==> src/rtl/hamming_rx_deserializer_pkg.sv <==
// Shared definitions for the Hamming receive deserializer.
// Holds the codeword width, the receive FSM state encoding and a parity helper.
// Optional feature macro used by the design: HAMMING_RX_PARITY_EN.
package hamming_rx_deserializer_pkg;

  localparam int unsigned CODE_W    = 8;
  localparam int unsigned BIT_CNT_W = 3;

  localparam logic [1:0] ST_IDLE_ENC   = 2'd0;
  localparam logic [1:0] ST_DATA_ENC   = 2'd1;
  localparam logic [1:0] ST_PARITY_ENC = 2'd2;
  localparam logic [1:0] ST_STOP_ENC   = 2'd3;

  typedef enum logic [1:0] {
    S_IDLE   = ST_IDLE_ENC,
    S_DATA   = ST_DATA_ENC,
    S_PARITY = ST_PARITY_ENC,
    S_STOP   = ST_STOP_ENC
  } rx_state_e;

  // Even-parity bit: makes the total number of ones (data + parity) even.
  function automatic logic even_parity(input logic [CODE_W-1:0] d);
    return ^d;
  endfunction

endpackage

==> src/rtl/hamming_rx_fifo.sv <==
// Small codeword buffer between the deserializer and the Hamming decode stage.
// Ports: clk, rst_n (async active-low), push/wr_data write side,
//        pop/rd_data read side (rd_data is 0 when empty), full, empty.
// A push on a full buffer is accepted only when a pop happens in the same cycle.
module hamming_rx_fifo
  import hamming_rx_deserializer_pkg::*;
#(
  parameter int unsigned DEPTH = 2
) (
  input  logic              clk,
  input  logic              rst_n,
  input  logic              push,
  input  logic [CODE_W-1:0] wr_data,
  input  logic              pop,
  output logic [CODE_W-1:0] rd_data,
  output logic              full,
  output logic              empty
);

  localparam int unsigned PTR_W = (DEPTH > 1) ? $clog2(DEPTH) : 1;
  localparam int unsigned CNT_W = $clog2(DEPTH) + 1;

  logic [CODE_W-1:0] mem [DEPTH];
  logic [PTR_W-1:0]  wr_ptr;
  logic [PTR_W-1:0]  rd_ptr;
  logic [CNT_W-1:0]  count;
  logic              do_push;
  logic              do_pop;

  function automatic logic [PTR_W-1:0] ptr_inc(input logic [PTR_W-1:0] p);
    return (p == PTR_W'(DEPTH - 1)) ? '0 : p + PTR_W'(1);
  endfunction

  assign empty   = (count == '0);
  assign full    = (count == CNT_W'(DEPTH));
  assign do_pop  = pop & ~empty;
  assign do_push = push & (~full | do_pop);
  assign rd_data = empty ? '0 : mem[rd_ptr];

  // Storage, pointers and occupancy.
  always_ff @(posedge clk or negedge rst_n) begin
    if (!rst_n) begin
      wr_ptr <= '0;
      rd_ptr <= '0;
      count  <= '0;
      for (int unsigned i = 0; i < DEPTH; i++) begin
        mem[i] <= '0;
      end
    end else begin
      if (do_push) begin
        mem[wr_ptr] <= wr_data;
        wr_ptr      <= ptr_inc(wr_ptr);
      end
      if (do_pop) begin
        rd_ptr <= ptr_inc(rd_ptr);
      end
      case ({do_push, do_pop})
        2'b10:   count <= count + CNT_W'(1);
        2'b01:   count <= count - CNT_W'(1);
        default: count <= count;
      endcase
    end
  end

endmodule

==> src/rtl/hamming_rx_deserializer.sv <==
// Serial receiver for 8-bit Hamming codewords, one bit per clock, LSB first.
// Frame: start(0), 8 data bits, [even parity], stop(1).
// Ports: clk, rst_n (async active-low), ser_in (idles high),
//        code_out/code_valid/code_ready buffered codeword handshake,
//        busy (frame in progress), frame_err (1-cycle reject pulse),
//        overrun (sticky, good frame dropped on full buffer).
// Macro HAMMING_RX_PARITY_EN adds the parity bit and its check.
module hamming_rx_deserializer
  import hamming_rx_deserializer_pkg::*;
#(
  parameter int unsigned DEPTH = 2
) (
  input  logic              clk,
  input  logic              rst_n,
  input  logic              ser_in,
  output logic [CODE_W-1:0] code_out,
  output logic              code_valid,
  input  logic              code_ready,
  output logic              busy,
  output logic              frame_err,
  output logic              overrun
);

  rx_state_e             state;
  rx_state_e             state_d;
  logic [BIT_CNT_W-1:0]  bit_cnt;
  logic [BIT_CNT_W-1:0]  bit_cnt_d;
  logic [CODE_W-1:0]     shreg;
  logic [CODE_W-1:0]     shreg_d;
  logic                  stop_ok_c;
  logic                  frame_good_c;
  logic                  frame_bad_c;
  logic                  push;
  logic                  pop;
  logic                  full;
  logic                  empty;
`ifdef HAMMING_RX_PARITY_EN
  logic                  perr;
  logic                  perr_d;
`endif

  assign busy       = (state != S_IDLE);
  assign code_valid = ~empty;
  assign pop        = code_valid & code_ready;
  assign push       = frame_good_c;

  // Frame is good only with a high stop bit (and matching parity when enabled).
`ifdef HAMMING_RX_PARITY_EN
  assign stop_ok_c = ser_in & ~perr;
`else
  assign stop_ok_c = ser_in;
`endif

  // Next-state and per-bit datapath.
  always_comb begin
    state_d      = state;
    bit_cnt_d    = bit_cnt;
    shreg_d      = shreg;
    frame_good_c = 1'b0;
    frame_bad_c  = 1'b0;
`ifdef HAMMING_RX_PARITY_EN
    perr_d       = perr;
`endif
    case (state)
      S_IDLE: begin
        if (!ser_in) begin
          state_d   = S_DATA;
          bit_cnt_d = '0;
        end
      end
      S_DATA: begin
        shreg_d[bit_cnt] = ser_in;
        bit_cnt_d        = bit_cnt + BIT_CNT_W'(1);
        if (bit_cnt == BIT_CNT_W'(CODE_W - 1)) begin
`ifdef HAMMING_RX_PARITY_EN
          state_d = S_PARITY;
`else
          state_d = S_STOP;
`endif
        end
      end
`ifdef HAMMING_RX_PARITY_EN
      S_PARITY: begin
        perr_d  = (ser_in != even_parity(shreg));
        state_d = S_STOP;
      end
`endif
      S_STOP: begin
        state_d = S_IDLE;
        if (stop_ok_c) begin
          frame_good_c = 1'b1;
        end else begin
          frame_bad_c = 1'b1;
        end
      end
      default: state_d = S_IDLE;
    endcase
  end

  // State, datapath and status flags.
  always_ff @(posedge clk or negedge rst_n) begin
    if (!rst_n) begin
      state     <= S_IDLE;
      bit_cnt   <= '0;
      shreg     <= '0;
      frame_err <= 1'b0;
      overrun   <= 1'b0;
`ifdef HAMMING_RX_PARITY_EN
      perr      <= 1'b0;
`endif
    end else begin
      state     <= state_d;
      bit_cnt   <= bit_cnt_d;
      shreg     <= shreg_d;
      frame_err <= frame_bad_c;
      if (frame_good_c && full && !pop) begin
        overrun <= 1'b1;
      end
`ifdef HAMMING_RX_PARITY_EN
      perr      <= perr_d;
`endif
    end
  end

  hamming_rx_fifo #(
    .DEPTH (DEPTH)
  ) u_fifo (
    .clk     (clk),
    .rst_n   (rst_n),
    .push    (push),
    .wr_data (shreg),
    .pop     (pop),
    .rd_data (code_out),
    .full    (full),
    .empty   (empty)
  );

endmodule

==> config.mk <==
export PLATFORM = sky130hd
export DESIGN_NAME = hamming_rx_deserializer
export DESIGN_NICKNAME = d
export VERILOG_FILES = /design/src/rtl/hamming_rx_deserializer_pkg.sv /design/src/rtl/hamming_rx_fifo.sv /design/src/rtl/hamming_rx_deserializer.sv
export SDC_FILE = /design/constraint.sdc
export NUM_CORES = 1
export LEC_CHECK = 0
export BUFFER_PORTS_ARGS = -buffer_cell sky130_fd_sc_hd__clkbuf_2
export CAP_MARGIN = 10
export CORE_MARGIN = 3
export CORE_UTILIZATION = 35
export DETAILED_ROUTE_END_ITERATION = 16
export PLACE_DENSITY = 0.65
export SLEW_MARGIN = 25
export SYNTH_ARGS = -nofsm -noshare
export SYNTH_HDL_FRONTEND = slang
export SYNTH_SLANG_ARGS = --single-unit
export TNS_END_PERCENT = 50
==> constraint.sdc <==
create_clock -name clk -period 1.85 [get_ports clk]
set_clock_uncertainty 0.15 [all_clocks]
set_input_delay 0.2775 -clock clk [delete_from_list [all_inputs] [get_ports clk]]
set_output_delay 0.2775 -clock clk [all_outputs]
set_load 0.01 [all_outputs]
==> results of run 1 <==
-- layer usage --
layer | routed length [µm] | GRT usage, % | vias up
li1 | - | - | 477
met2 | 1420 | 20.4 | 21
met4 | 19 | 5.53 | 0
met1 | 1360 | 16.3 | 488
met3 | 154 | 5.10 | 2
met5 | 0 | 0 | -
-- report_power, final --
part           switching [mW]  leakage [nW]  internal, mW  total [mW]
clock network           0.258        0.0470         0.292       0.549
logic                   0.564         0.432         0.744        1.31
registers               0.310         0.432          1.12        1.42
total                    1.13         0.911          2.15        3.28
-- worst register-to-register path: cells and delay by family (launching register included) --
kind | cells | cell delay [ns]
DFF | 1 | 0.38
and+or+nand+nor | 3 | 0.76
xor gates and xnor gates | 1 | 0.17
adders and majority gates | 1 | 0.25
-- what timing repair did --
item / 4_1_cts / 5_1_grt
gates resized for setup: 0 / 2
endpoints found under the hold margin: 16 / 0
hold buffers: 1 / 0
endpoints found under the setup margin: 0 / 9
buffers inserted: 0 / 1
-- synthesized netlist by cell type, types with 2 or more instances --
cell	n	area share, %
a21o_2	2	1.1
a22o_1	2	1.1
buf_2	3	0.95
dfrtp_1	35	55
ha_1	3	2.4
inv_1	3	0.71
mux2_2	24	17
mux2i_1	8	5.1
nand2_1	3	0.71
nand3b_1	3	1.4
nor2_1	12	2.8
nor3b_1	4	1.9
xnor2_1	3	1.7
xor2_1	2	1.1
-- layout make-up --
| cell class | count | area (µm²) | share of cell area, % |
|---|---|---|---|
| flip-flops and latches | 35 | 877 | 46.1 |
| multi-input cells | 78 | 678 | 35.7 |
| repair buffers | 26 | 185 | 9.74 |
| clock buffers | 6 | 82.6 | 4.34 |
| well taps | 50 | 62.6 | 3.29 |
| inverters | 3 | 11.3 | 0.592 |
| clock inverters | 1 | 5.00 | 0.263 |
-- final timing paths --
kind | start | to | slack, ns | cells after the start
min | ser_in | frame_err$_DFF_PN0_ | 0.19 | 3
min in group asynchronous | rst_n | overrun$_DFFE_PN0P_ | 0.32 | 2
min reg2reg | overrun$_DFFE_PN0P_ | overrun$_DFFE_PN0P_ | 0.31 | 1
max in group asynchronous | rst_n | u_fifo.rd_ptr$_DFFE_PN0P_ | 0.76 | 3
max reg2reg | u_fifo.count[0]$_DFFE_PN0P_ | u_fifo.count[1]$_DFFE_PN0P_ | 0.06 | 5
max | u_fifo.count[0]$_DFFE_PN0P_ | u_fifo.count[1]$_DFFE_PN0P_ | 0.06 | 5
-- metrics by stage --
stage          hold slack, ns  setup WS (ns)
2_1_floorplan          -0.168          0.113
3_3_place_gp           0.0881          0.151
3_5_place_dp           0.0988         0.0310
4_1_cts                 0.186        0.00729
5_1_grt                 0.204        0.00270
6_report                0.187         0.0613
-- cells by family after synthesis --
family / count (synthesis) / share of synthesized area [%]
XOR/XNOR: 5 / 2.77
AO/OA/AOI/OAI: 5 / 2.69
flip-flops: 35 / 55.4
adder cells (fa/ha/maj): 3 / 2.37
buffers and inverters: 7 / 1.90
AND/OR/NAND/NOR: 33 / 12.7
multiplexers: 32 / 22.2
-- state kept, by name, indices dropped and copies added, names as in the netlist --
name and cells:
u_fifo.rd_ptr 1, u_fifo.mem 16, state 2, u_fifo.count 2, u_fifo.wr_ptr 1, overrun 1
frame_err 1, bit_cnt 3, shreg 8
==> flow_metrics.env, run 1 <==
export IMPL_dieArea_um2=5360
export IMPL_cts_buffers_inserted=5
export IMPL_dp_cells=190
export IMPL_final_net_count=156
export IMPL_layout_drive_gt1_share_pct=44.3
export IMPL_syn_area_um2=1580
export IMPL_max_slew_margin_rel_pct=68.8
export IMPL_cts_root_buf="clkbuf_8"
export IMPL_critPathKind="reg2reg"
export IMPL_synthArstFlopShare_pct=100
export IMPL_synth_edff_count=0
export IMPL_layout_cells_non_filler=199
export IMPL_worst_slew_pin_slew_ns=0.468
export IMPL_ir_drop_uv=654
export IMPL_io_pin_count=16
export IMPL_fmax_ghz=0.559
export IMPL_total_power_mw=3.28
export IMPL_slew_viol_final=0
export IMPL_grt_pass1_wl_um=5240
export IMPL_hold_path_class="in2reg"
export IMPL_grt_max_degree=20
export IMPL_clkTransAtPathRegs_ns=0.07
export IMPL_remaining_drc_errors=0
export IMPL_synth_seq_cells=35
export IMPL_status="finished, final reports clean"
export IMPL_clk_latency_ns=0.28
export IMPL_start_kind="register"
export IMPL_cp_top_family="simple AND/OR/NAND/NOR gates"
export IMPL_setup_viol=0
export IMPL_clk_path_buf_depth=2
export IMPL_final_cell_mix="34 x dfrtp_1, 24 x mux2_2, 15 x clkbuf_2"
export IMPL_dp_hpwl_um=2120
export IMPL_port_buffers=15
export IMPL_crit_path_top_delay_cell="or3b_2"
export IMPL_post_drt_wl_per_cell_um=14.8
export IMPL_ant_nets=0
export IMPL_rows=23
export IMPL_syn_instance_count=120
export IMPL_finalHoldViolCount=0
export IMPL_wirelength_um=2950
export IMPL_finalSetupTns_ns=0
export IMPL_grt_pass1_vias=1076
export IMPL_track_usage_pct=13.2
export IMPL_cts_tree="built"
export IMPL_path_buf_inv=0
export IMPL_cp_end_kind="register"
export IMPL_grt_setup_unrepaired="false"
export IMPL_timing_final_crit_share_pct=96.7
export IMPL_vias_per_cell=4.96
export IMPL_critPathArrivalTime_ns=1.84
export IMPL_die_y_um=73.2
export IMPL_drtIter0Drc=29
export IMPL_max_stage_delay_ns=0.51
export IMPL_area_delta_synth_final_pct=20.3
export IMPL_diodes=0
export IMPL_worst_ep_required_time_ns=1.91
export IMPL_final_common_cell="dfrtp_1"
export IMPL_crit_path_cell_trace="or3b_2 > nand2_2 > ha_1 > nor2_1 > xor2_1"
export IMPL_place_area_um2=1790
export IMPL_yosysWarnings=0
export IMPL_cts_htree_levels=2
export IMPL_overflow=0
export IMPL_core_area_um2=4170
export IMPL_final_cell_area_um2=1900
export IMPL_fill_cells=392
export IMPL_synth_main_ff_cell="dfrtp_1"
export IMPL_syn_avg_cell_area_um2=13.2
export IMPL_yosysSeqAreaShare_pct=55.4
export IMPL_synth_distinct_cells=27
export IMPL_cap_violations=0
export IMPL_post_route_min_period_ns=1.79
export IMPL_via_count=988
export IMPL_dieWidth_um=73.2
export IMPL_antenna_found_initial=0
export IMPL_start_util_pct=37.9
export IMPL_cts_sinks=35
export IMPL_dr_pass1_iters=4
export IMPL_p_leak_nw=0.911
export IMPL_gpl_final_weighted_congestion=0.782
export IMPL_powerDensity_nw_per_um2=1730
export IMPL_utilization_pct=45.6
export IMPL_critPathMaxFanout=2
export IMPL_syn_nets=127
(Power assumes the default switching activity.)
==> run 2, diff against run 1 <==
Settings changed: PLACE_DENSITY 0.65 to 0.63.
Clock period 1.85 ns to 1.8 ns, I/O delays scaled along.
==> flow_metrics.env, run 2 (synthesized netlist as in run 1, its figures left out) <==
export IMPL_use_met3_pct=4.96
export IMPL_grt_pass1_wl_um=4930
export IMPL_critPathMaxFanout=8
export IMPL_dieWidth_um=73.2
export IMPL_worst_slew_pin_slew_ns=0.440
export IMPL_critPathArrivalTime_ns=1.78
export IMPL_largest_register_ffs=16
export IMPL_die_y_um=73.2
export IMPL_worst_ep_required_time_ns=1.81
export IMPL_timing_final_crit_share_pct=98.3
export IMPL_r2r_cells=6
export IMPL_io_pin_count=16
export IMPL_cts_root_buf="clkbuf_8"
export IMPL_grt_busiest_layer="met2"
export IMPL_post_drt_wl_per_cell_um=14.4
export IMPL_hold_path_class="in2reg"
export IMPL_start_util_pct=37.9
export IMPL_max_slew_margin_rel_pct=70.6
export IMPL_dr_pass1_iters=4
export IMPL_use_met2_pct=19.1
export IMPL_layout_cells_non_filler=202
export IMPL_layout_drive_gt1_share_pct=46.1
export IMPL_wirelength_um=2910
export IMPL_hold_ws_ns=0.177
export IMPL_clk_path_buf_depth=2
export IMPL_core_area_um2=4170
export IMPL_vias_per_cell=4.92
export IMPL_final_cell_mix="34 x dfrtp_1, 24 x mux2_2, 15 x clkbuf_2"
export IMPL_critPathCapture="u_fifo.mem[11]$_DFFE_PN0P_"
export IMPL_r2r_end="u_fifo.mem[11]$_DFFE_PN0P_"
export IMPL_via_count=994
export IMPL_dp_hpwl_um=1990
export IMPL_reg2reg_slack_ns=0.03
export IMPL_dp_cells=190
export IMPL_largest_register="u_fifo.mem"
export IMPL_cts_buffers_inserted=5
export IMPL_multi_input_area_um2=691
export IMPL_final_seq_area_um2=877
export IMPL_r2r_start="u_fifo.count[1]$_DFFE_PN0P_"
export IMPL_clk_latency_ns=0.28
export IMPL_fmax_ghz=0.565
export IMPL_cts_sinks=35
export IMPL_post_route_min_period_ns=1.77
export IMPL_grt_setup_unrepaired="true"
export IMPL_drtIter0Drc=31
export IMPL_clkTransAtPathRegs_ns=0.07
export IMPL_track_usage_pct=12.6
export IMPL_cts_tree="built"
export IMPL_area_delta_synth_final_pct=22.1
export IMPL_setup_viol=0
export IMPL_ir_drop_uv=448
export IMPL_start_kind="register"
export IMPL_powerDensity_nw_per_um2=1800
export IMPL_final_net_count=158
export IMPL_utilization_pct=46.3
export IMPL_dieArea_um2=5360
export IMPL_remaining_drc_errors=0
export IMPL_reg_top3="u_fifo.mem x16, shreg x8, bit_cnt x3"
export IMPL_grt_max_degree=36
export IMPL_total_power_mw=3.47
export IMPL_cp_end_kind="register"
export IMPL_port_buffers=15
export IMPL_slew_viol_final=0
export IMPL_finalHoldViolCount=0
export IMPL_diodes=0
export IMPL_status="finished, final reports clean"
export IMPL_ant_nets=0
export IMPL_p_leak_nw=0.924
export IMPL_startpoint="u_fifo.count[1]$_DFFE_PN0P_"
export IMPL_final_common_cell="dfrtp_1"
export IMPL_grt_pass1_vias=1003
export IMPL_gpl_final_weighted_congestion=0.673
export IMPL_critPathKind="reg2reg"
export IMPL_antenna_found_initial=0
export IMPL_rows=23
export IMPL_cap_violations=0
export IMPL_met1_usage_pct=15.3
export IMPL_fill_cells=380
export IMPL_overflow=0
export IMPL_cts_htree_levels=2
## run 2: where the power goes
group / internal [mW] / switching, mW / total (mW)
Sequential: 1.15 / 0.311 / 1.46
Combinational: 0.806 / 0.603 / 1.41
Clock: 0.349 / 0.260 / 0.609
Total: 2.30 / 1.17 / 3.47
## run 2: how the worst min path moves through the flow
stage	start	endpoint	slack [ns]	cells after the start
2_1_floorplan	rst_n	bit_cnt[0]$_DFFE_PN0P_	-0.18	0
3_3_place_gp	rst_n	u_fifo.count[1]$_DFFE_PN0P_	0.17	2
3_5_place_dp	rst_n	u_fifo.rd_ptr$_DFFE_PN0P_	0.18	2
4_1_cts	ser_in	frame_err$_DFF_PN0_	0.17	3
5_1_grt	ser_in	frame_err$_DFF_PN0_	0.18	3
6_report	ser_in	frame_err$_DFF_PN0_	0.18	3
## run 2: routing by layer
metal  vias to the layer above  share of wire [%]
met4                         0                1.9
met3                         5                4.3
met2                        14                 49
met5                         -                  0
met1                       497                 45
li1                        478                  -
## run 2: repair_timing
action	in CTS	in global routing
cloned	0	1
setup buffers	1	1
endpoints found under the setup margin	8	10
endpoints found under the hold margin	35	0
pin swaps	0	1
gates resized for setup	2	6
hold buffers	1	0
## run 2: final cells by class
type                    instances  share of cell area (%)
clock buffers                   8                    5.18
repair buffers                 28                    9.79
multi-input cells              78                    35.8
inverters                       3                   0.583
flip-flops and latches         35                    45.4
well taps                      50                    3.24
## run 2: stage by stage
stage               setup TNS (ns)  instance area (µm²)  setup slack (ns)
floorplan                        0                 1580            0.0633
CTS                              0                 1900           0.00421
detailed placement        -0.00325                 1780          -0.00325
global placement                 0                 1780             0.104
finish                           0                 1930            0.0313
global route               -0.0281                 1930           -0.0117
## run 2: worst max-delay path, cell delays in order, from the launching register on
cell	delay, ns
dfrtp_1	0.39
buf_6	0.13
nor3b_1	0.12
buf_4	0.14
nor3b_4	0.21
buf_12	0.16
mux2_2	0.34
